===== config.mk =====
export PLATFORM = sky130hd
export DESIGN_NAME = if_stage_fifo
export DESIGN_NICKNAME = d
export VERILOG_FILES = /design/src/rtl/if_stage_fifo.sv
export SDC_FILE = /design/constraint.sdc
export NUM_CORES = 1
export LEC_CHECK = 0
export BUFFER_PORTS_ARGS = -buffer_cell sky130_fd_sc_hd__buf_4
export CORE_UTILIZATION = 43
export DETAILED_ROUTE_END_ITERATION = 10
export HOLD_SLACK_MARGIN = 0.15
export PLACE_DENSITY = 0.6
export SYNTH_ARGS = -nofsm -noshare
export SYNTH_HDL_FRONTEND = slang
export SYNTH_SLANG_ARGS = --single-unit

===== constraint.sdc =====
create_clock -name clk -period 3.1 [get_ports clk]
set_input_delay 0.62 -clock clk [delete_from_list [all_inputs] [get_ports clk]]
set_output_delay 0.62 -clock clk [all_outputs]
set_load 0.05 [all_outputs]

===== src/rtl/if_stage_fifo.sv =====
// if_stage_fifo: multi-entry in-order instruction fetch buffer between pre-IF and ID.
// Up to DEPTH requests may be outstanding. Entries are allocated when inst_sram
// accepts the address and filled in order by data_ok. A flush (ws_ex/ws_eret)
// empties the buffer and counts the responses still owed so they can be dropped.
//
// Optional macro FS_BYPASS_EN: forward inst_sram_rdata straight to ID when it
// fills the head entry (zero-latency delivery).
//
// Ports:
//   clk, resetn                  clock, async active-low reset
//   pfs_to_fs_valid/_pc          request accepted by inst_sram this cycle and its PC
//   fs_allowin                   stage can accept a request this cycle
//   ds_allowin                   ID accepts the head entry
//   fs_to_ds_valid/_bus          head entry to ID: {ex, bd, badvaddr, inst, pc}
//   ds_is_branch                 becomes the bd field
//   inst_sram_data_ok/_rdata     in-order read response
//   inst_sram_data_waiting       responses are still owed to this stage
//   fs_full                      all DEPTH entries allocated
//   ws_ex, ws_eret               flush requests
module if_stage_fifo #(
  parameter int unsigned DEPTH = 4,
  parameter int unsigned PTR_W = 2
) (
  input  logic        clk,
  input  logic        resetn,
  input  logic        pfs_to_fs_valid,
  input  logic [31:0] pfs_to_fs_pc,
  output logic        fs_allowin,
  input  logic        ds_allowin,
  output logic        fs_to_ds_valid,
  output logic [97:0] fs_to_ds_bus,
  input  logic        ds_is_branch,
  input  logic        inst_sram_data_ok,
  input  logic [31:0] inst_sram_rdata,
  output logic        inst_sram_data_waiting,
  output logic        fs_full,
  input  logic        ws_ex,
  input  logic        ws_eret
);

  localparam int unsigned CNT_W = PTR_W + 1;

  logic [PTR_W-1:0] rd_ptr, wr_ptr, fill_ptr;
  logic [CNT_W-1:0] count;     // allocated entries
  logic [CNT_W-1:0] owed;      // allocated entries still waiting for data
  logic [CNT_W-1:0] discard;   // stale responses to drop after a flush
  logic [31:0]      pc_q   [DEPTH];
  logic [31:0]      inst_q [DEPTH];
  logic [DEPTH-1:0] filled_q;
  logic [DEPTH-1:0] adel_q;

  logic             flush;
  logic             accept;
  logic             push;
  logic             pop;
  logic             fill;
  logic             drop;
  logic             bypass;
  logic             head_filled;
  logic [31:0]      head_inst;
  logic [CNT_W:0]   discard_flush;

  assign flush       = ws_ex | ws_eret;
  assign fs_allowin  = (count < CNT_W'(DEPTH)) && (discard == '0);
  assign fs_full     = (count == CNT_W'(DEPTH));
  assign head_filled = filled_q[rd_ptr];

  // A request accepted by inst_sram still owes a response even in a flush cycle.
  assign accept = pfs_to_fs_valid && fs_allowin;
  assign push   = accept && !flush;
  assign fill   = inst_sram_data_ok && (discard == '0) && !flush;
  assign drop   = inst_sram_data_ok && (discard != '0) && !flush;

`ifdef FS_BYPASS_EN
  // Head is the oldest unfilled entry and its data is arriving right now.
  assign bypass = (count != '0) && !head_filled && (fill_ptr == rd_ptr) && fill;
`else
  assign bypass = 1'b0;
`endif

  assign fs_to_ds_valid = (count != '0) && (head_filled || bypass) && !flush;
  assign pop            = fs_to_ds_valid && ds_allowin;
  assign head_inst      = bypass ? inst_sram_rdata : inst_q[rd_ptr];

  assign fs_to_ds_bus = {adel_q[rd_ptr], ds_is_branch, pc_q[rd_ptr], head_inst, pc_q[rd_ptr]};

  assign inst_sram_data_waiting = (owed != '0) || (discard != '0);

  // Responses still owed after a flush; one extra bit absorbs the intermediate sum.
  assign discard_flush = (CNT_W+1)'(discard) + (CNT_W+1)'(owed)
                       + (CNT_W+1)'(accept) - (CNT_W+1)'(inst_sram_data_ok);

  // Pointers, counters and entry storage.
  always_ff @(posedge clk or negedge resetn) begin
    if (!resetn) begin
      rd_ptr   <= '0;
      wr_ptr   <= '0;
      fill_ptr <= '0;
      count    <= '0;
      owed     <= '0;
      discard  <= '0;
      filled_q <= '0;
      adel_q   <= '0;
      for (int unsigned i = 0; i < DEPTH; i++) begin
        pc_q[i]   <= '0;
        inst_q[i] <= '0;
      end
    end else if (flush) begin
      rd_ptr   <= '0;
      wr_ptr   <= '0;
      fill_ptr <= '0;
      count    <= '0;
      owed     <= '0;
      filled_q <= '0;
      discard  <= CNT_W'(discard_flush);
    end else begin
      if (push) begin
        pc_q[wr_ptr]     <= pfs_to_fs_pc;
        adel_q[wr_ptr]   <= (pfs_to_fs_pc[1:0] != 2'b00);
        filled_q[wr_ptr] <= 1'b0;
        wr_ptr           <= wr_ptr + PTR_W'(1);
      end
      if (fill) begin
        // A forwarded-and-consumed head never needs to be stored.
        if (!(bypass && pop)) begin
          inst_q[fill_ptr]   <= inst_sram_rdata;
          filled_q[fill_ptr] <= 1'b1;
        end
        fill_ptr <= fill_ptr + PTR_W'(1);
      end
      if (drop) begin
        discard <= discard - CNT_W'(1);
      end
      if (pop) begin
        rd_ptr <= rd_ptr + PTR_W'(1);
      end
      count <= count + CNT_W'(push) - CNT_W'(pop);
      owed  <= owed + CNT_W'(push) - CNT_W'(fill);
    end
  end

endmodule


# ---- Word-level counts from Yosys, hierarchy flattened
# Cells that the tools add are included.
dict set report classes {
  add_sub_neg 11
  n_lt_le_gt_ge 11
  eq_ne 1
  n_mux 35
  bitwise 8
  reduce_logical 27
}
# op count
set op_table {}
lappend op_table {{$bwmux W128} 2}
lappend op_table {{$mux W32} 6}
lappend op_table {{$bmux W32 S2} 2}
lappend op_table {{$demux W32 S2} 2}
lappend op_table {{$mux W4} 4}
lappend op_table {{$logic_and A1 B1 Y1} 14}
lappend op_table {{$mux W2} 6}
lappend op_table {{$mux W3} 4}
lappend op_table {{$reduce_bool A2 Y1} 5}
lappend op_table {{$add A3 B1 Y3} 3}
lappend op_table {{$ge A3 B3 Y1 const B} 3}
lappend op_table {{$lt A2 B3 Y1 const B} 3}
lappend op_table {{$not A2 Y3} 3}
lappend op_table {{$reduce_bool A3 Y1} 3}
lappend op_table {{$sub A3 B1 Y3} 3}
lappend op_table {{$add A2 B1 Y2 const B} 3}
lappend op_table {{$lt A3 B1 Y1 const B} 2}
lappend op_table {{$and A4 B4 Y4} 1}
lappend op_table {{$bmux W1 S2} 2}
lappend op_table {{$bwmux W4} 1}
lappend op_table {{$demux W1 S2} 2}
lappend op_table {{$ge A2 B1 Y1 const B} 2}
lappend op_table {{$mux W1} 4}
lappend op_table {{$not A4 Y4} 1}
lappend op_table {{other kinds (11)} 12}
dict set report totals {
  regBits 279
}

# ---- Depth between registers and ports, before layout
# Gate-level depths: netlist (run 1).
dict set report depth {
  ltp_word 11
  mapped_depth 13
}

# ---- Least setup slack after synthesis (run 1)
# OpenSTA, ideal clock, no wires.
dict set report synth_timing {
  path_type {input port to output port}
  start {input port ws_eret}
  end {output port fs_to_ds_valid}
  arrival_ns 2.196
  t_required_ns 2.480
  setup_slack_ns 0.284
  stages 4
  path_cell_list {nor2_8 > buf_2 > o21ai_0 > nor3_1}
}
dict set report synth_between {
  elab_chain_cells 3
}
# item line_no
set synth_lines {}
lappend synth_lines {{start, declared} 38} ;# input logic ws_eret
lappend synth_lines {{$or A1 B1 Y1} 63} ;# assign flush = ws_ex | ws_eret;
lappend synth_lines {{$logic_not A1 Y1} 81} ;# assign fs_to_ds_valid = (count != '0) && (head_filled || bypass) && !flush;
lappend synth_lines {{$logic_and A1 B1 Y1} 81}
lappend synth_lines {{end, declared} 30} ;# output logic fs_to_ds_valid,
# Every way passes these cells.

# ---- Final worst setup path (run 1)
dict set report layout_timing {
  start {register rd_ptr[0]}
  end {output port fs_to_ds_bus[65]}
}
dict set report layout_between {
  elab_chain_cells 4
}
# item line_no
set layout_lines {}
lappend layout_lines {{start, declared} 43} ;# logic [PTR_W-1:0] rd_ptr, wr_ptr, fill_ptr;
lappend layout_lines {{start signal, assigned} 135} ;# rd_ptr <= rd_ptr + PTR_W'(1);
lappend layout_lines {{$not A2 Y3 (implied by the code)} 85} ;# assign fs_to_ds_bus = {adel_q[rd_ptr], ds_is_branch, pc_q[rd_ptr], head_inst, pc_q[rd_ptr]};
lappend layout_lines {{$bmux W32 S2} 85}
lappend layout_lines {{$mux W32 (implied by the code) (2 in a row)} 85}
lappend layout_lines {{end, declared} 31} ;# output logic [97:0] fs_to_ds_bus,
# Every way passes these cells. The select of a mux whose other input is x is not followed.

==> flow_metrics.tcl, run 1 <==
set metrics [dict create \
    outcome "finished, final reports clean" \
    hold_violations 0 \
    peakVddDrop_mv 0.5056 \
    overflow 0 \
    nFillCells 2569 \
    critPathKind "flop to primary output" \
    die_h_microns 178.2 \
    start_kind "flop" \
    power_density_nw_per_um2 808.1 \
    critPathMaxFanout 33 \
    cts_tree "yes" \
    gp_congestion 0.7504 \
    fp.dieArea_sq_um 31760 \
    startpoint "rd_ptr[0]" \
    worst_pin_slew_ns 0.6836 \
    r2r_cells 12 \
    syn_avg_cell_area_sq_um 16.75 \
    dp_worst_setup_slack_ns 0.2858 \
    maxSlewHeadroom 0.5443 \
    worstPathRequired_ns 2.48 \
    syn_to_final_growth_pct 18.77 \
    post_dp_cell_area_sq_um 14800 \
    cap_violations 0 \
    fin_area_sq_um 15860 \
    setup_viol 0 \
    postCtsSetupBuffers 0 \
    p_sw_frac 0.3677 \
    finalWirelength_microns 27030 \
    ys_types 40 \
    synth-seq-area-share 0.5230 \
    hp-class "input port to flop" \
    rsz0062_at_grt "no" \
    core_area_sq_um 30590 \
    combPwrFrac 0.370 \
    period_minus_slack_ns 2.793 \
    ios 174 \
    p_leak_nw 7.670 \
    crit_path_end_kind "primary output" \
    antenna_found_initial 0 \
    fp-row-count 64 \
    netlist_area_sq_um 13350 \
    power_mw 12.81 \
    cts.sinks 279 \
    p_switching_mw 4.711 \
    insertion_delay_ns 0.56 \
    drt_iter0_markers 263 \
    grt_pass1_vias 7756 \
    cts_buffers 31 \
    final_cell_count_no_fill 1367 \
    crit_arrival_ns 2.17 \
    ys_ff_latch 279 \
    finalCritPeriodShare 0.9009 \
    grt_pass1_wl_microns 43700 \
    max_freq_mhz 358.1 \
    pwr-share-clk 0.292 \
    nets 1039 \
    hold_start "inst_sram_rdata[4]" \
    synth_warnings 0 \
    finish.utilization 0.5184 \
    clkTransAtPathRegs_ns 0.06 \
    slew_violations 0 \
    vias 7080 \
    grt_max_degree 81 \
    wire_per_inst_microns 19.77 \
    ctsLongestPathBuffers 3 \
    dp_hpwl_microns 16730 \
    h-tree-depth 1 \
    drcViolationCount 0 \
    drive_gt1_frac 0.5685 \
    initial_core_util 0.4364 \
    internal-power_mw 8.102 \
    seq_power_share 0.338 \
    firstDrtPassIters 4 \
    cts_root_buffer "clkbuf_16" \
    holdWs_ns 0.2996 \
    detail-route-antenna-nets 0 \
    die_w_microns 178.2 \
    grt_use_total 0.1776 \
    via_per_inst 5.179 \
    clock_skew_ns 0.01750 \
    dp_cells 1309 \
    r2r_start "discard[0]" \
    holdPathStages 2 \
    fin_setup_tns_ns 0 \
    syn-num-nets 889 \
    synthCells 797 \
    n_antenna_cell 0 \
    layout_setup_ws_ns 0.3072 \
    numPortBuffers 171 \
]
[layer usage]
metal | wire length, microns | up-vias | part of all wire | GRT usage
met4 | 500 | 0 | 0.018 | 0.04025
met1 | 12250 | 3708 | 0.45 | 0.2406
li1 | - | 3179 | - | -
met3 | 1467 | 35 | 0.054 | 0.03879
met2 | 12820 | 158 | 0.47 | 0.2923
met5 | 0 | - | 0 | 0
[cell usage in the layout (no fill, tap or decap), types with 3 or more instances in the layout]
cell type,instances
ha_1,16
mux2i_1,3
bufinv_16,3
mux2_2,109
clkbuf_8,7
mux2_1,36
mux4_2,65
fa_1,4
clkbuf_1,6
and3_2,4
and2_1,4
o21ai_0,6
mux2_4,116
buf_12,11
nand2_1,5
clkbuf_16,31
inv_1,18
buf_4,186
xnor2_1,5
nor3_1,6
clkinv_2,5
nor2_1,12
nand3_2,4
nor3b_1,3
dfrtp_1,277
[kinds of logic after synthesis]
group | share of synthesized area
multiplexers | 0.3647
flip-flops | 0.5230
AND/OR/NAND/NOR | 0.02193
adder cells (fa/ha/maj) | 0.02099
XOR/XNOR | 0.005717
AO/OA/AOI/OAI | 0.006655
buffers and inverters | 0.05708
[sequential cells by signal (all words and copies together) (netlist names)]
register,cells
inst_q,128
pc_q,128
adel_q,4
filled_q,4
count,3
discard,3
owed,3
fill_ptr,2
rd_ptr,2
wr_ptr,2
[path summary, 6_finish.rpt]
check,slack [ns],to
min in group asynchronous,0.64,pc_q[101]
max in group asynchronous,1.50,rd_ptr[1]
setup / recovery,0.31,fs_to_ds_bus[65]
hold / removal,0.30,inst_q[36]
hold reg to reg,0.48,inst_q[37]
setup reg to reg,0.38,count[2]
[synthesized netlist by cell type, drive strengths merged]
cell type | number | area, sq um
and3b | 1 | 8.760
mux4 | 65 | 1464
a32oi | 1 | 8.760
or4 | 1 | 7.510
nand3 | 4 | 40.04
o311ai | 1 | 8.760
and2 | 4 | 25.02
dfrtp | 279 | 6982
mux2i | 3 | 30.03
xor3 | 1 | 23.77
nand2b | 1 | 6.260
nor3 | 6 | 30.03
and3 | 4 | 25.02
clkbuf | 7 | 26.28
nor3b | 3 | 22.52
nor2b | 1 | 6.260
o21ai | 6 | 30.03
ha | 16 | 200.2
inv | 18 | 67.56
xnor2 | 5 | 43.79
a31oi | 1 | 6.260
nor2 | 13 | 65.06
nor4bb | 1 | 10.01
buf | 75 | 668.1
o31a | 2 | 17.52
a21oi | 2 | 10.01
nand2 | 5 | 18.77
or3b | 1 | 8.760
fa | 4 | 80.08
mux2 | 261 | 3374
or2 | 2 | 12.51
o31ai | 1 | 7.510
or3 | 1 | 6.260
xor2 | 1 | 8.760
[critical path, stage by stage, from the launching register on]
cell	delay (ns)
dfrtp_4	0.47
buf_12	0.30
mux4_2	0.60
buf_4	0.22
[area by class of cell]
class	count	area, sq um	area share
Multi-Input combinational cell	418	5612	0.3539
Sequential cell	279	6989	0.4408
Inverter	18	67.56	0.004261
Timing Repair Buffer	199	1642	0.1035
Clock buffer	44	894.6	0.05642
Clock inverter	13	156.4	0.009863
Tap cell	396	495.5	0.03125
[repair_timing]
item	4_1_cts	5_1_grt
resized for setup	0	0
hold buffers	1	0
hold endpoints to repair	71	0
[power groups by stage]
stage / combinational [mW] / sequential, mW / clock (mW)
after CTS: 4.79 / 4.33 / 3.86
after detailed placement: 4.78 / 4.38 / 0
after global routing: 5.01 / 4.39 / 4.01
final: 4.74 / 4.33 / 3.75
after floorplan: 3.73 / 4.30 / 0
after global placement: 4.75 / 4.38 / 0
Note: power is estimated with default switching activity, not from simulation.
==> run 2, diff against run 1 <==
PLACE_DENSITY = 0.63   (was 0.6)
==> run 2 against run 1 <==
Final cell count is 0.22% lower. Core utilization hardly changed. Critical path depth stayed put. Wire length is 1.9% lower. Sequential power hardly changed. Die area stayed put. Clock power is 5% higher. Register-to-register slack better by 0.02 ns. Combinational power hardly changed. Via count is 0.17% lower. First-iteration DRC count is 6.1% higher. Largest cell class unchanged. Largest power group unchanged.
==> flow_metrics.tcl, run 2 (synthesis gave the netlist of run 1 again) <==
set metrics [dict create \
    outcome "finished, final reports clean" \
    die_h_microns 178.2 \
    start_kind "flop" \
    cts_buffers 31 \
    seq_power_share 0.334 \
    hp-class "input port to flop" \
    cts_root_buffer "clkbuf_16" \
    insertion_delay_ns 0.54 \
    period_minus_slack_ns 2.949 \
    cap_violations 0 \
    worst_pin_slew_ns 0.6117 \
    finalWirelength_microns 26520 \
    r2r_start "discard[0]" \
    setup_viol 0 \
    pwr-share-clk 0.302 \
    fp-row-count 64 \
    power_density_nw_per_um2 817.9 \
    finalCritPeriodShare 0.9512 \
    max_freq_mhz 339.1 \
    p_sw_frac 0.3623 \
    drt_iter0_markers 279 \
    detail-route-antenna-nets 0 \
    r2r-end "count[2]" \
    grt_use_total 0.1712 \
    crit_arrival_ns 2.33 \
    syn_to_final_growth_pct 18.88 \
    slew_violations 0 \
    critPathKind "flop to primary output" \
    drcViolationCount 0 \
    layout_setup_ws_ns 0.1513 \
    wire_per_inst_microns 19.44 \
    r2r_cells 12 \
    fp.dieArea_sq_um 31760 \
    rrSetupSlack_ns 0.40 \
    internal-power_mw 8.278 \
    antenna_found_initial 0 \
    core_area_sq_um 30590 \
    cts_tree "yes" \
    postCtsSetupBuffers 0 \
    initial_core_util 0.4364 \
    p_leak_nw 7.685 \
    hold_violations 0 \
    p_switching_mw 4.703 \
    ios 174 \
    grt_max_degree 75 \
    startpoint "rd_ptr[0]" \
    top_regs "inst_q: 128 flops, pc_q: 128 flops" \
    dp_worst_setup_slack_ns 0.3123 \
    worstPathRequired_ns 2.48 \
    ff_latch_area_sq_um 6989 \
    peakVddDrop_mv 0.4458 \
    h-tree-depth 1 \
    gp_congestion 0.7249 \
    n_antenna_cell 0 \
    via_per_inst 5.182 \
    clock_skew_ns 0.008649 \
    dp_hpwl_microns 16200 \
    grt_pass1_vias 7705 \
    grt_pass1_wl_microns 42410 \
    cts.sinks 279 \
    rsz0062_at_grt "no" \
    combPwrFrac 0.365 \
    clkTransAtPathRegs_ns 0.06 \
    die_w_microns 178.2 \
    multi_input_area_sq_um 5612 \
    firstDrtPassIters 4 \
    nets 1036 \
    cp-endpoint "fs_to_ds_bus[40]" \
    crit_path_end_kind "primary output" \
    drive_gt1_frac 0.5682 \
    overflow 0 \
    critPathMaxFanout 26 \
    vias 7068 \
    layout_common_cells "dfrtp_1 (277), buf_4 (184), mux2_4 (116)" \
    fin_setup_tns_ns 0 \
    final_common_cell "dfrtp_1" \
    maxSlewHeadroom 0.5922 \
    numPortBuffers 171 \
    ctsLongestPathBuffers 3 \
    nFillCells 2539 \
]
[run 2: per-layer routing]
layer	vias to the layer above	GRT usage	routed length, microns
met3	35	0.03986	1554
met4	0	0.04308	607
met5	-	0	0
met2	154	0.2805	12570
met1	3719	0.2295	11790
li1	3160	-	-
[run 2: final cells by class]
cell class              instances  share of cell area
clock inverters                13             0.01238
flip-flops and latches        279              0.4404
repair buffers                196              0.1012
multi-input cells             418              0.3536
clock buffers                  44             0.05700
well taps                     396             0.03122
inverters                      18            0.004257
[run 2: critical path: stages (launching register included)]
cell and delay, ns:
dfrtp_4 0.45, buf_4 0.49, mux4_2 0.62, buf_4 0.21
[run 2: per-stage QoR]
stage / cell area [sq um] / hold slack, ns / util / total power, mW / cells
floorplan: 13350 / 0.3244 / - / 8.032 / 797
global placement: 14760 / 0.4678 / 0.4825 / 9.117 / 1306
detailed placement: 14760 / 0.4768 / 0.4825 / 9.162 / 1306
CTS: 15870 / 0.2875 / 0.5189 / 13.14 / 1364
global route: 15870 / 0.3043 / 0.5189 / 13.54 / 1364
finish: 15870 / 0.3160 / 0.5189 / 12.98 / 1364
[run 2: power groups by stage]
stage	combinational, mW	clock [mW]	sequential, mW
finish	4.73	3.92	4.33
detailed placement	4.78	0	4.38
CTS	4.79	4.02	4.33
global placement	4.74	0	4.37
global route	5.00	4.16	4.39
floorplan	3.73	0	4.30
[run 2: worst min path at each step]
stage                                    from           to  slack (ns)  depth (start not counted)
after floorplan                        resetn    adel_q[0]        0.32                          0
after global placement             inst_q[43]   inst_q[43]        0.47                          1
after detailed placement           inst_q[43]   inst_q[43]        0.48                          1
after CTS                 inst_sram_rdata[19]  inst_q[115]        0.29                          2
after global routing      inst_sram_rdata[28]   inst_q[28]        0.30                          2
final                     inst_sram_rdata[25]   inst_q[57]        0.32                          2
[run 2: timing repair]
action	CTS	global route
endpoints found under the hold margin	67	0
gates resized for setup	0	0
hold buffers	1	0
==> run 3, diff against run 2 <==
CTS_CLUSTER_SIZE = 14   (was unset)
clock period = 3.26 ns   (was 3.1 ns; I/O delays follow)
==> run 3 against run 2 <==
Critical path depth did not move. Design area rose by 0.13%. Via count barely moved. Clock-buffer cell count fell by 7. Non-clock buffer count rose by 1. Power fell by 4.4%. Core utilization rose by 0.070 points. Sequential share of layout area fell by 0.059 points. Clock power fell by 3%. Largest power group unchanged.
==> flow_metrics.tcl, run 3 (synthesis gave the netlist of run 1 again) <==
set metrics [dict create \
    cts_tree "yes" \
    cts_buffers 31 \
    hp-class "input port to flop" \
    worst_pin_slew_ns 0.5830 \
    initial_core_util 0.4364 \
    clock_skew_ns 0.01021 \
    gp_congestion 0.7209 \
    nFillCells 2538 \
    finalCritPeriodShare 0.9427 \
    ctsLongestPathBuffers 3 \
    layout_common_cells "dfrtp_1 (277), buf_4 (185), mux2_4 (116)" \
    max_freq_mhz 325.4 \
    cts.sinks 279 \
    numPortBuffers 171 \
    worstPathRequired_ns 2.61 \
    peakVddDrop_mv 0.5334 \
    grt_pass1_vias 7711 \
    drive_gt1_frac 0.5707 \
    core_area_sq_um 30590 \
    vias 7071 \
    holdWs_ns 0.3410 \
    fp-row-count 64 \
    antenna_found_initial 0 \
    grt_use_total 0.1729 \
    fin_setup_tns_ns 0 \
    detail-route-antenna-nets 0 \
    die_h_microns 178.2 \
    crit_path_end_kind "primary output" \
    finalWirelength_microns 26460 \
    crit_buf_inv 2 \
    slew_violations 0 \
    dp_worst_setup_slack_ns 0.4692 \
    power_mw 12.41 \
    postCtsSetupBuffers 0 \
    cap_violations 0 \
    period_minus_slack_ns 3.073 \
    grt_pass1_wl_microns 42930 \
    setup_viol 0 \
    firstDrtPassIters 4 \
    drt_iter0_markers 302 \
    drcViolationCount 0 \
    crit_chain "buf_4 > mux4_2 > buf_4" \
    cts_hold_buf 1 \
    critPathSlowestCell "dfrtp_4" \
    slowest_delay_ns 0.63 \
    ios 174 \
    critPathKind "flop to primary output" \
    n_antenna_cell 0 \
    rsz0062_at_grt "no" \
    cts-resized-gates 0 \
    hold_violations 0 \
    top_regs "inst_q: 128 flops, pc_q: 128 flops" \
    maxSlewHeadroom 0.6114 \
    critical_path.most_common_cell "buf_4" \
    crit_arrival_ns 2.42 \
    final_common_cell "dfrtp_1" \
    syn_to_final_growth_pct 19.04 \
    critPathMaxFanout 17 \
    layout_setup_ws_ns 0.1869 \
    h-tree-depth 1 \
    cp_top_family "flip-flops" \
    dp_cells 1307 \
    insertion_delay_ns 0.55 \
    p_leak_nw 7.688 \
    cts_root_buffer "clkbuf_16" \
    via_per_inst 5.180 \
    grt_max_degree 66 \
    start_kind "flop" \
    overflow 0 \
    clkTransAtPathRegs_ns 0.06 \
    dp_hpwl_microns 16270 \
    power_density_nw_per_um2 780.9 \
    fp.dieArea_sq_um 31760 \
    outcome "finished, final reports clean" \
    nets 1037 \
    die_w_microns 178.2 \
    wire_per_inst_microns 19.39 \
    final_cell_count_no_fill 1365 \
]
==> run 3: report_power, final <==
part	internal [mW]	leakage [nW]	switching (mW)	total [mW]
Combinational	1.67	3.32	2.84	4.50
Sequential	3.89	3.82	0.225	4.12
Clock	2.36	0.546	1.43	3.79
==> run 3: final cells by class <==
type	count	area, sq um	share of cell area
clock inverters	20	286.5	0.01803
multi-input cells	418	5612	0.3531
clock buffers	37	828.3	0.05212
inverters	18	67.56	0.004251
well taps	396	495.5	0.03118
flip-flops and latches	279	6989	0.4398
repair buffers	197	1614	0.1016
==> run 3: worst paths after layout <==
kind | slack [ns] | from | endpoint | cells past startpoint
max | 0.19 | rd_ptr[0] | fs_to_ds_bus[63] | 3
min | 0.34 | inst_sram_rdata[8] | inst_q[40] | 2
max reg2reg | 0.52 | rd_ptr[1] | count[2] | 11
min reg2reg | 0.49 | inst_q[51] | inst_q[51] | 1
max in group asynchronous | 1.72 | resetn | inst_q[68] | 4
min in group asynchronous | 0.64 | resetn | pc_q[106] | 2
==> run 3: through the flow <==
stage               utilization  area, sq um
floorplan                     -        13350
global placement         0.4828        14770
detailed placement       0.4828        14770
CTS                      0.5196        15890
global route             0.5196        15890
finish                   0.5196        15890
==> run 3: per-layer routing <==
layer / GRT usage / part of all wire / vias to the layer above
li1: - / - / 3156
met1: 0.2338 / 0.45 / 3720
met2: 0.2813 / 0.47 / 155
met3: 0.04156 / 0.058 / 40
met4: 0.04096 / 0.022 / 0
met5: 0 / 0 / -
